<file path="src/rtl/systolic_mac_pe.sv">
// systolic_mac_pe: output-stationary multiply-accumulate processing element.
// Activations pass left->right, weights top->bottom, and results leave
// through a top->bottom drain shift chain. The accumulator is configurable
// for signed or unsigned operation, saturating or wrapping.
//
// Valid semantics: act_valid_in / wt_valid_in qualify the operands on the
// current edge. A pair is consumed (the MAC fires) only when both are high
// and en=1. There is no ready/backpressure. The only flow control is the
// global stall en, which freezes every register in the array at once.
// Operand data and valid bits are forwarded one cycle later regardless of
// whether the pair fired. drain_valid_* marks a meaningful result word in
// the drain chain.
module systolic_mac_pe #(
  parameter int DATA_W = 8,
  parameter int ACC_W  = 24,
  parameter int SAT    = 1,
  parameter int CNT_W  = 8
) (
  input  logic              clk,
  input  logic              rst_n,
  input  logic              en,
  input  logic              signed_mode,
  input  logic              clear,
  input  logic              capture,
  input  logic [DATA_W-1:0] act_in,
  input  logic              act_valid_in,
  input  logic [DATA_W-1:0] wt_in,
  input  logic              wt_valid_in,
  output logic [DATA_W-1:0] act_out,
  output logic              act_valid_out,
  output logic [DATA_W-1:0] wt_out,
  output logic              wt_valid_out,
  input  logic [ACC_W-1:0]  drain_in,
  input  logic              drain_valid_in,
  input  logic              drain_ovf_in,
  output logic [ACC_W-1:0]  drain_out,
  output logic              drain_valid_out,
  output logic              drain_ovf_out,
  output logic [ACC_W-1:0]  acc,
  output logic              ovf,
  output logic [CNT_W-1:0]  mac_cnt
);

  // Arithmetic is carried out one bit wider than the accumulator so the
  // carry / sign-overflow of the sum is visible.
  localparam int XW = ACC_W + 1;

  localparam logic [ACC_W-1:0] SMAX = {1'b0, {(ACC_W-1){1'b1}}};
  localparam logic [ACC_W-1:0] SMIN = {1'b1, {(ACC_W-1){1'b0}}};
  localparam logic [ACC_W-1:0] UMAX = {ACC_W{1'b1}};

  logic             fire;
  logic             a_sign;
  logic             w_sign;
  logic [XW-1:0]    a_ext;
  logic [XW-1:0]    w_ext;
  logic [XW-1:0]    prod;
  logic [XW-1:0]    acc_ext;
  logic [XW-1:0]    sum;
  logic             ovf_now;
  logic [ACC_W-1:0] sum_res;
  logic [ACC_W-1:0] acc_next;
  logic             ovf_next;

  // Datapath: extend operands, multiply, add, detect overflow, clamp or wrap.
  always_comb begin
    fire    = act_valid_in & wt_valid_in;
    a_sign  = signed_mode & act_in[DATA_W-1];
    w_sign  = signed_mode & wt_in[DATA_W-1];
    // Operands are extended to the full XW width. The low XW bits of the
    // product of two extended values equal the exact product, which always
    // fits because ACC_W >= 2*DATA_W+1.
    a_ext   = {{(XW-DATA_W){a_sign}}, act_in};
    w_ext   = {{(XW-DATA_W){w_sign}}, wt_in};
    prod    = a_ext * w_ext;
    acc_ext = {signed_mode & acc[ACC_W-1], acc};
    sum     = acc_ext + prod;
    // Both addends fit in ACC_W signed bits, so a signed overflow shows up
    // as the top two bits of the XW-bit sum disagreeing.
    ovf_now = signed_mode ? (sum[ACC_W] ^ sum[ACC_W-1]) : sum[ACC_W];
    sum_res = sum[ACC_W-1:0];
    if (ovf_now && (SAT != 0)) begin
      if (signed_mode) sum_res = sum[ACC_W] ? SMIN : SMAX;
      else             sum_res = UMAX;
    end
    acc_next = fire ? sum_res : acc;
    ovf_next = ovf | (fire & ovf_now);
  end

  // State update: stall holds all; capture beats clear beats accumulate.
  always_ff @(posedge clk or negedge rst_n) begin
    if (!rst_n) begin
      act_out         <= '0;
      act_valid_out   <= 1'b0;
      wt_out          <= '0;
      wt_valid_out    <= 1'b0;
      drain_out       <= '0;
      drain_valid_out <= 1'b0;
      drain_ovf_out   <= 1'b0;
      acc             <= '0;
      ovf             <= 1'b0;
      mac_cnt         <= '0;
    end else if (en) begin
      act_out       <= act_in;
      act_valid_out <= act_valid_in;
      wt_out        <= wt_in;
      wt_valid_out  <= wt_valid_in;
      if (capture) begin
        // The pair on this edge is folded into the captured result.
        drain_out       <= acc_next;
        drain_valid_out <= 1'b1;
        drain_ovf_out   <= ovf_next;
        acc             <= '0;
        ovf             <= 1'b0;
        mac_cnt         <= '0;
      end else begin
        drain_out       <= drain_in;
        drain_valid_out <= drain_valid_in;
        drain_ovf_out   <= drain_ovf_in;
        if (clear) begin
          acc     <= '0;
          ovf     <= 1'b0;
          mac_cnt <= '0;
        end else begin
          acc <= acc_next;
          ovf <= ovf_next;
          if (fire && (mac_cnt != {CNT_W{1'b1}})) mac_cnt <= mac_cnt + 1'b1;
        end
      end
    end
  end

endmodule

</file>
<file path="config.mk">
export PLATFORM = sky130hd
export DESIGN_NAME = systolic_mac_pe
export DESIGN_NICKNAME = d
export VERILOG_FILES = /design/src/rtl/systolic_mac_pe.sv
export SDC_FILE = /design/constraint.sdc
export NUM_CORES = 1
export LEC_CHECK = 0
export BUFFER_PORTS_ARGS = -buffer_cell sky130_fd_sc_hd__buf_2
export CAP_MARGIN = 30
export CORE_MARGIN = 4
export CORE_UTILIZATION = 35
export CTS_CLUSTER_SIZE = 24
export DETAILED_ROUTE_END_ITERATION = 10
export PLACE_DENSITY_LB_ADDON = 0.05
export SLEW_MARGIN = 20
export SYNTH_ARGS = -nofsm -noshare
export SYNTH_HDL_FRONTEND = slang
export SYNTH_SLANG_ARGS = --single-unit
</file>
<file path="constraint.sdc">
create_clock -name clk -period 6.8 [get_ports clk]
set_clock_uncertainty 0.1 [all_clocks]
set_input_delay 0.34 -clock clk [delete_from_list [all_inputs] [get_ports clk]]
set_output_delay 0.34 -clock clk [all_outputs]
set_load 0.03 [all_outputs]
</file>
==> flow_metrics.env, run 1 <==
export IMPL_gp_congestion=0.804
export IMPL_ys_seq_area_share_pct=22.1
export IMPL_clock_root_buffer="clkbuf_16"
export IMPL_drt_vias_per_instance=5.10
export IMPL_crit_buf_inv=8
export IMPL_min_period_over_period_pct=102
export IMPL_die_area_um2=27600
export IMPL_dp_hpwl_um=21500
export IMPL_cts_tree="yes"
export IMPL_ys_ff_latch=77
export IMPL_globalRouteMet3Util_pct=2.50
export IMPL_core_area_um2=24500
export IMPL_r2r_slack_ps=3450
export IMPL_syn_num_nets=1193
export IMPL_numCtsBuffers=9
export IMPL_drive_gt1_share_pct=34.1
export IMPL_setup_viol=48
export IMPL_status="finished, violations left"
export IMPL_wire_per_inst_um=17.0
export IMPL_worst_path_most_repeated_cell="fa_1"
export IMPL_grt_util_met1_pct=30.1
export IMPL_synth_distinct_cells=78
export IMPL_num_nets_final=1451
export IMPL_reg2reg_depth=13
export IMPL_ys_flop_type="dfrtp_1"
export IMPL_num_io_pins=127
export IMPL_postRouteAntennaNets=0
export IMPL_layout_setup_ws_ps=-157
export IMPL_hold_viol=0
export IMPL_clk_pin_slew_worst_paths_ps=80
export IMPL_grt_met2_usage_pct=29.8
export IMPL_fp_dieW_um=166
export IMPL_worstHoldPathType="in -> reg"
export IMPL_synth_cells=1008
export IMPL_die_h_um=166
export IMPL_hold_path_depth=2
export IMPL_critical_path_top_delay_family="adder cells"
export IMPL_diodes=0
export IMPL_rsz0062_at_grt="yes"
export IMPL_io_buffers=126
export IMPL_final_common_cell="buf_4"
export IMPL_htree_levels=3
export IMPL_grt_pass1_wl_um=44400
export IMPL_drv_cap=0
export IMPL_async_reset_ff_share_pct=100
export IMPL_synth_top_area_cell="dfrtp_1"
export IMPL_relSlewSlack_pct=49.7
export IMPL_first_iter_violations=410
export IMPL_reg2reg_from="acc[0]"
export IMPL_cp_end_kind="register"
export IMPL_antenna_found_initial=0
export IMPL_worstReg2RegEnd="drain_out[15]"
export IMPL_clkLatencyLatePin_ps=350
export IMPL_yosysWarnings=0
export IMPL_syn_to_final_growth_pct=35.8
export IMPL_grt_max_degree=49
export IMPL_syn_avg_cell_area_um2=8.67
export IMPL_cpMaxStageDelayCell="fa_1"
export IMPL_grt_pass1_vias=8152
export IMPL_required_ps=6960
export IMPL_grt_ovfl_total=0
export IMPL_worstHoldEndpoint="drain_valid_out"
export IMPL_synth_edf_count=0
export IMPL_final_cell_mix="buf_4, buf_2, nand2_1"
export IMPL_busiest_layer="met1"
export IMPL_timing_fmax_mhz=144
export IMPL_clk_path_buf_depth=2
export IMPL_timing_final_crit_period_ps=6960
export IMPL_path_max_fanout=7
export IMPL_wirelength_um=27100
export IMPL_worst_pin_slew_ps=749
export IMPL_critPathMaxStageDelay_ps=540
export IMPL_clock_sinks=77
export IMPL_path_class="in -> reg"
export IMPL_syn_cell_area_um2=8740
export IMPL_drc=0
export IMPL_violations="negative setup slack"
export IMPL_detail_route_first_pass_iterations=5
export IMPL_rows=57
export IMPL_start_util_pct=35.7
export IMPL_crit_arrival_ps=7120
export IMPL_start_kind="primary input"
export IMPL_slew_violations=0
export IMPL_synth_area_leaders="dfrtp_1, fa_1, ha_1, nand2_1, inv_1"
export IMPL_tns_ps=-4920
export IMPL_worstHoldStart="drain_valid_in"
export IMPL_track_usage_pct=19.5
export IMPL_synth_top_area_share_pct=22.1
export IMPL_vias=8140
cell usage after synthesis (24+ instances only):
cell	instances
fa_1	71
a21oi_1	67
dfrtp_1	77
nand2_1	105
ha_1	64
nor2_1	65
and2_1	35
inv_1	100
clkbuf_1	38
nand3_1	38
xnor2_1	24
o21ai_0	42
through the flow:
stage / setup slack (ps) / instances / instance area, µm² / util (%) / hold WS, ps
floorplan: -469 / 1008 / 8810 / - / -55.6
global placement: -878 / 1564 / 10900 / 44.5 / 202
detailed placement: -906 / 1564 / 10900 / 44.5 / 199
CTS: -209 / 1590 / 11500 / 47.0 / 90.6
global route: -371 / 1595 / 11900 / 48.5 / 104
finish: -157 / 1595 / 11900 / 48.5 / 95.2
worst max path at each step:
| stage | from | to | cells after the start |
|---|---|---|---|
| after floorplan | signed_mode | drain_out[12] | 28 |
| after global placement | signed_mode | drain_out[21] | 33 |
| after detailed placement | signed_mode | acc[1] | 33 |
| after CTS | signed_mode | acc[14] | 32 |
| after global routing | signed_mode | acc[9] | 31 |
| final | act_in[0] | drain_out[15] | 29 |
kinds of logic after synthesis:
logic type                 Yosys count  share of synthesized area [%]
and+or+nand+nor                    330                           18.9
AOI/OAI and AO/OA                  228                           17.1
buffers and inverters              158                           7.27
adders and majority gates          135                           25.4
DFF                                 77                           22.1
muxes                               45                           5.50
xor gates and xnor gates            35                           3.81
what timing repair did:
| action | 4_1_cts | 5_1_grt |
|---|---|---|
| hold buffers | 1 | 0 |
| pin swaps | 14 | 44 |
| buffers inserted | 7 | 5 |
| cloned | 2 | 1 |
| hold endpoints to repair | 29 | 0 |
| endpoints found under the setup margin | 50 | 50 |
| resized for setup | 38 | 77 |
routing by layer:
layer  part of all wire [%]  vias up  wire [µm]
li1                       -     3998          -
met1                     51     3997      13700
met2                     45      135      12300
met3                    3.2       10        871
met4                   0.79        0        213
met5                      0        -          0
flip-flops by register name, summed over array words and instances (netlist names):
| name | cells |
|---|---|
| acc | 24 |
| act_out | 8 |
| act_valid_out | 1 |
| drain_out | 24 |
| drain_ovf_out | 1 |
| drain_valid_out | 1 |
| mac_cnt | 8 |
| ovf | 1 |
| wt_out | 8 |
| wt_valid_out | 1 |
area by class of cell:
| cell class | instances | area, µm² |
|---|---|---|
| clock buffers | 9 | 225 |
| clock inverters | 7 | 80.1 |
| fillers | 2436 | 12600 |
| inverters | 101 | 379 |
| multi-input cells | 773 | 6700 |
| flip-flops and latches | 77 | 1930 |
| well taps | 324 | 405 |
| repair buffers | 304 | 2150 |
Power of run 1 is left out: the tool's default activity adds up to more than one toggle a clock period on the data nets, which glitch-free logic cannot reach.
==> run 2: changes to the inputs <==
Settings changed: PLACE_DENSITY set to 0.52, PLACE_DENSITY_LB_ADDON 0.05 to not set.
==> flow_metrics.env, run 2 (same netlist as run 1, synthesis figures left out) <==
export IMPL_detail_route_first_pass_iterations=4
export IMPL_final_cell_mix="buf_4, buf_2, nand2_1"
export IMPL_r2r_slack_ps=3280
export IMPL_top_regs="acc x24, drain_out x24"
export IMPL_drv_cap=0
export IMPL_num_nets_final=1448
export IMPL_syn_to_final_growth_pct=37.4
export IMPL_crit_buf_inv=11
export IMPL_path_max_fanout=7
export IMPL_required_ps=6940
export IMPL_track_usage_pct=18.2
export IMPL_violations="negative setup slack"
export IMPL_htree_levels=3
export IMPL_grt_max_degree=45
export IMPL_holdWs_ps=88.4
export IMPL_fill_cells=2345
export IMPL_clock_sinks=77
export IMPL_gp_congestion=0.833
export IMPL_rsz0062_at_grt="yes"
export IMPL_start_kind="primary input"
export IMPL_critPathMaxStageDelay_ps=570
export IMPL_status="finished, violations left"
export IMPL_num_io_pins=127
export IMPL_numCtsBuffers=9
export IMPL_wirelength_um=25100
export IMPL_critical_path_top_delay_family="adder cells"
export IMPL_worstHoldPathType="in -> reg"
export IMPL_dp_hpwl_um=19900
export IMPL_slew_violations=0
export IMPL_timing_final_crit_period_ps=6960
export IMPL_io_buffers=126
export IMPL_worst_path_most_repeated_cell="buf_12"
export IMPL_clock_root_buffer="clkbuf_16"
export IMPL_cpMaxStageDelayCell="or4_4"
export IMPL_clk_path_buf_depth=2
export IMPL_hold_viol=0
export IMPL_relSlewSlack_pct=45.4
export IMPL_cp_end_kind="register"
export IMPL_setup_viol=42
export IMPL_clk_pin_slew_worst_paths_ps=80
export IMPL_grt_pass1_vias=8150
export IMPL_grt_ovfl_total=0
export IMPL_placed_cells=1549
export IMPL_timing_fmax_mhz=144
export IMPL_drt_vias_per_instance=5.09
export IMPL_cts_tree="yes"
export IMPL_drc=0
export IMPL_clkLatencyLatePin_ps=360
export IMPL_drive_gt1_share_pct=35.5
export IMPL_crit_arrival_ps=7100
export IMPL_die_area_um2=27600
export IMPL_layout_setup_ws_ps=-165
export IMPL_antenna_found_initial=0
export IMPL_start_util_pct=35.7
export IMPL_grt_pass1_wl_um=42200
export IMPL_fp_dieW_um=166
export IMPL_diodes=0
export IMPL_core_area_um2=24500
export IMPL_regArea_um2=1930
export IMPL_wire_per_inst_um=15.8
export IMPL_path_class="in -> reg"
export IMPL_postRouteAntennaNets=0
export IMPL_final_common_cell="buf_4"
export IMPL_multi_input_area_um2=6800
export IMPL_die_h_um=166
export IMPL_first_iter_violations=358
export IMPL_worst_pin_slew_ps=819
export IMPL_min_period_over_period_pct=102
export IMPL_dp_slack_ps=-1110
export IMPL_finalNonFillerCells=1592
export IMPL_rows=57
export IMPL_vias=8102
run 2: cell count changes in the layout (fill, tap and decap cells not counted), moves of 4 or more:
cell / previous run / this run
buf_4: 158 / 149
a22oi_1: 6 / 0
buf_12: 8 / 12
a22oi_2: 8 / 14
run 2: layout make-up:
type                    instances  area share (%)
flip-flops and latches         77            16.0
well taps                     324            3.38
multi-input cells             773            56.7
repair buffers                301            18.3
inverters                     101            3.16
clock inverters                 7           0.531
clock buffers                   9            1.88
run 2: path summary, 6_finish.rpt:
kind	start	to	cells past startpoint
max	signed_mode	drain_out[0]	32
min	drain_valid_in	drain_valid_out	2
max reg2reg	acc[0]	drain_out[0]	15
min reg2reg	drain_valid_out	drain_valid_out	1
max in group asynchronous	rst_n	act_out[6]	3
min in group asynchronous	rst_n	mac_cnt[0]	2
run 2: worst reg2reg max path: cells and delay by family (launching register included):
family / cells / cell delay (ps)
DFF: 1 / 450
buffers and inverters: 5 / 640
and+or+nand+nor: 2 / 280
AOI/OAI and AO/OA: 3 / 690
adders and majority gates: 2 / 640
muxes: 2 / 430
xor gates and xnor gates: 1 / 190
run 2: per-stage QoR:
step / setup TNS, ps / utilization (%) / cell area (µm²)
floorplan: -19000 / - / 8810
global placement: -46340 / 44.0 / 10800
detailed placement: -48290 / 44.1 / 10800
CTS: -8530 / 47.6 / 11700
global route: -18940 / 49.1 / 12000
finish: -4220 / 49.1 / 12000
run 2: metal layers:
layer	global-route usage (%)	up-vias	part of all wire, %
met4	3.77	0	1.0
li1	-	3989	-
met1	25.9	3955	48
met2	29.8	144	48
met3	2.33	14	3.6
met5	0	-	0
run 2: repair_timing:
action	4_1_cts	5_1_grt
gates resized for setup	82	69
pin swaps	45	61
buffers inserted	15	12
endpoints found under the hold margin	33	0
setup endpoints to repair	50	50
hold buffers	1	0
cloned	2	1
Power of run 2 is left out for the same reason.
==> run 3: changes to the inputs <==
Settings changed: MAX_ROUTING_LAYER set to met4, RECOVER_POWER set to 25.
==> flow_metrics.env, run 3 (same netlist as run 1, synthesis figures left out) <==
export IMPL_status="finished, violations left"
export IMPL_violations="max-capacitance violations, max-slew violations, negative setup slack"
export IMPL_rsz0062_at_grt="yes"
export IMPL_first_iter_violations=344
export IMPL_finalNonFillerCells=1592
export IMPL_setup_viol=42
export IMPL_cpMaxStageDelayCell="or4_4"
export IMPL_reg2reg_depth=15
export IMPL_track_usage_pct=18.7
export IMPL_rows=57
export IMPL_gp_congestion=0.848
export IMPL_wire_per_inst_um=15.8
export IMPL_grt_max_degree=45
export IMPL_required_ps=6930
export IMPL_drc=0
export IMPL_final_common_cell="buf_4"
export IMPL_top_regs="acc x24, drain_out x24"
export IMPL_fill_cells=2348
export IMPL_detail_route_first_pass_iterations=5
export IMPL_start_kind="primary input"
export IMPL_postRouteAntennaNets=0
export IMPL_die_area_um2=27600
export IMPL_syn_to_final_growth_pct=37.1
export IMPL_vias=8099
export IMPL_clock_root_buffer="clkbuf_16"
export IMPL_numCtsBuffers=9
export IMPL_timing_fmax_mhz=143
export IMPL_path_max_fanout=7
export IMPL_core_area_um2=24500
export IMPL_relSlewSlack_pct=-63.2
export IMPL_num_nets_final=1448
export IMPL_worst_path_most_repeated_cell="buf_12"
export IMPL_crit_arrival_ps=7100
export IMPL_worstHoldPathType="in -> reg"
export IMPL_stdcell_area_um2=12000
export IMPL_htree_levels=3
export IMPL_start_util_pct=35.7
export IMPL_num_io_pins=127
export IMPL_drv_cap=2
export IMPL_antenna_found_initial=0
export IMPL_clk_path_buf_depth=2
export IMPL_critPathMaxStageDelay_ps=570
export IMPL_dp_hpwl_um=19900
export IMPL_drive_gt1_share_pct=35.3
export IMPL_grt_ovfl_total=0
export IMPL_slew_violations=80
export IMPL_io_buffers=126
export IMPL_cp_end_kind="register"
export IMPL_fp_dieW_um=166
export IMPL_final_cell_mix="buf_4, buf_2, nand2_1"
export IMPL_clkLatencyLatePin_ps=360
export IMPL_layout_setup_ws_ps=-170
export IMPL_clock_sinks=77
export IMPL_path_class="in -> reg"
export IMPL_grt_pass1_vias=8135
export IMPL_min_period_over_period_pct=103
export IMPL_hold_viol=0
export IMPL_clk_pin_slew_worst_paths_ps=80
export IMPL_r2r_slack_ps=3270
export IMPL_wirelength_um=25100
export IMPL_diodes=0
export IMPL_die_h_um=166
export IMPL_grt_pass1_wl_um=42200
export IMPL_timing_final_crit_period_ps=6970
export IMPL_placed_cells=1549
export IMPL_worst_pin_slew_ps=2450
export IMPL_placed_area_um2=10800
export IMPL_hold_path_depth=2
export IMPL_cts_tree="yes"
export IMPL_drt_vias_per_instance=5.09
## run 3: cell types whose count changed in the layout (fill, tap and decap cells not counted)
cell,delta
buf_16,-1
buf_4,-1
clkbuf_1,+2
## run 3: stage by stage
step	util (%)	setup WS [ps]	TNS, ps	hold WS, ps
finish	49.0	-170	-4440	87.3
global route	49.0	-474	-18860	80.6
CTS	47.6	-227	-8530	76.5
detailed placement	44.1	-1110	-48290	233
global placement	44.0	-1070	-46340	378
floorplan	-	-469	-19000	-55.6
## run 3: per-layer routing
layer  global-route usage (%)  part of all wire [%]
met5                        -                     0
met4                     3.77                  0.83
met3                     2.40                   3.4
met2                     29.7                    47
met1                     25.9                    48
## run 3: worst max-delay path: cells and delay by family
| kind | cells | cell delay (ps) |
|---|---|---|
| adders and majority gates | 7 | 2680 |
| buffers and inverters | 11 | 1180 |
| xor gates and xnor gates | 2 | 340 |
| AOI/OAI and AO/OA | 3 | 530 |
| and+or+nand+nor | 7 | 1590 |
| muxes | 2 | 420 |
## run 3: worst paths after layout
kind	start	endpoint
min in group asynchronous	rst_n	mac_cnt[0]
worst max-delay path	signed_mode	drain_out[0]
worst min-delay path	drain_valid_in	drain_valid_out
worst max register to register	acc[0]	drain_out[0]
max in group asynchronous	rst_n	act_out[6]
worst min register to register	drain_valid_out	drain_valid_out
## run 3: final cells by class
cell class / count / area, µm² / area share, %
multi-input cells: 773 / 6800 / 56.8
repair buffers: 301 / 2170 / 18.2
flip-flops and latches: 77 / 1930 / 16.1
well taps: 324 / 405 / 3.38
inverters: 101 / 379 / 3.16
clock buffers: 9 / 225 / 1.88
clock inverters: 7 / 63.8 / 0.533
## run 3: repair_timing
item,in CTS,in global routing
gates cloned,2,1
hold endpoints to repair,33,0
pin swaps,45,61
buffers inserted,15,12
hold buffers,1,0
endpoints found under the setup margin,50,50
resized for setup,82,69
Power of run 3 is left out for the same reason.
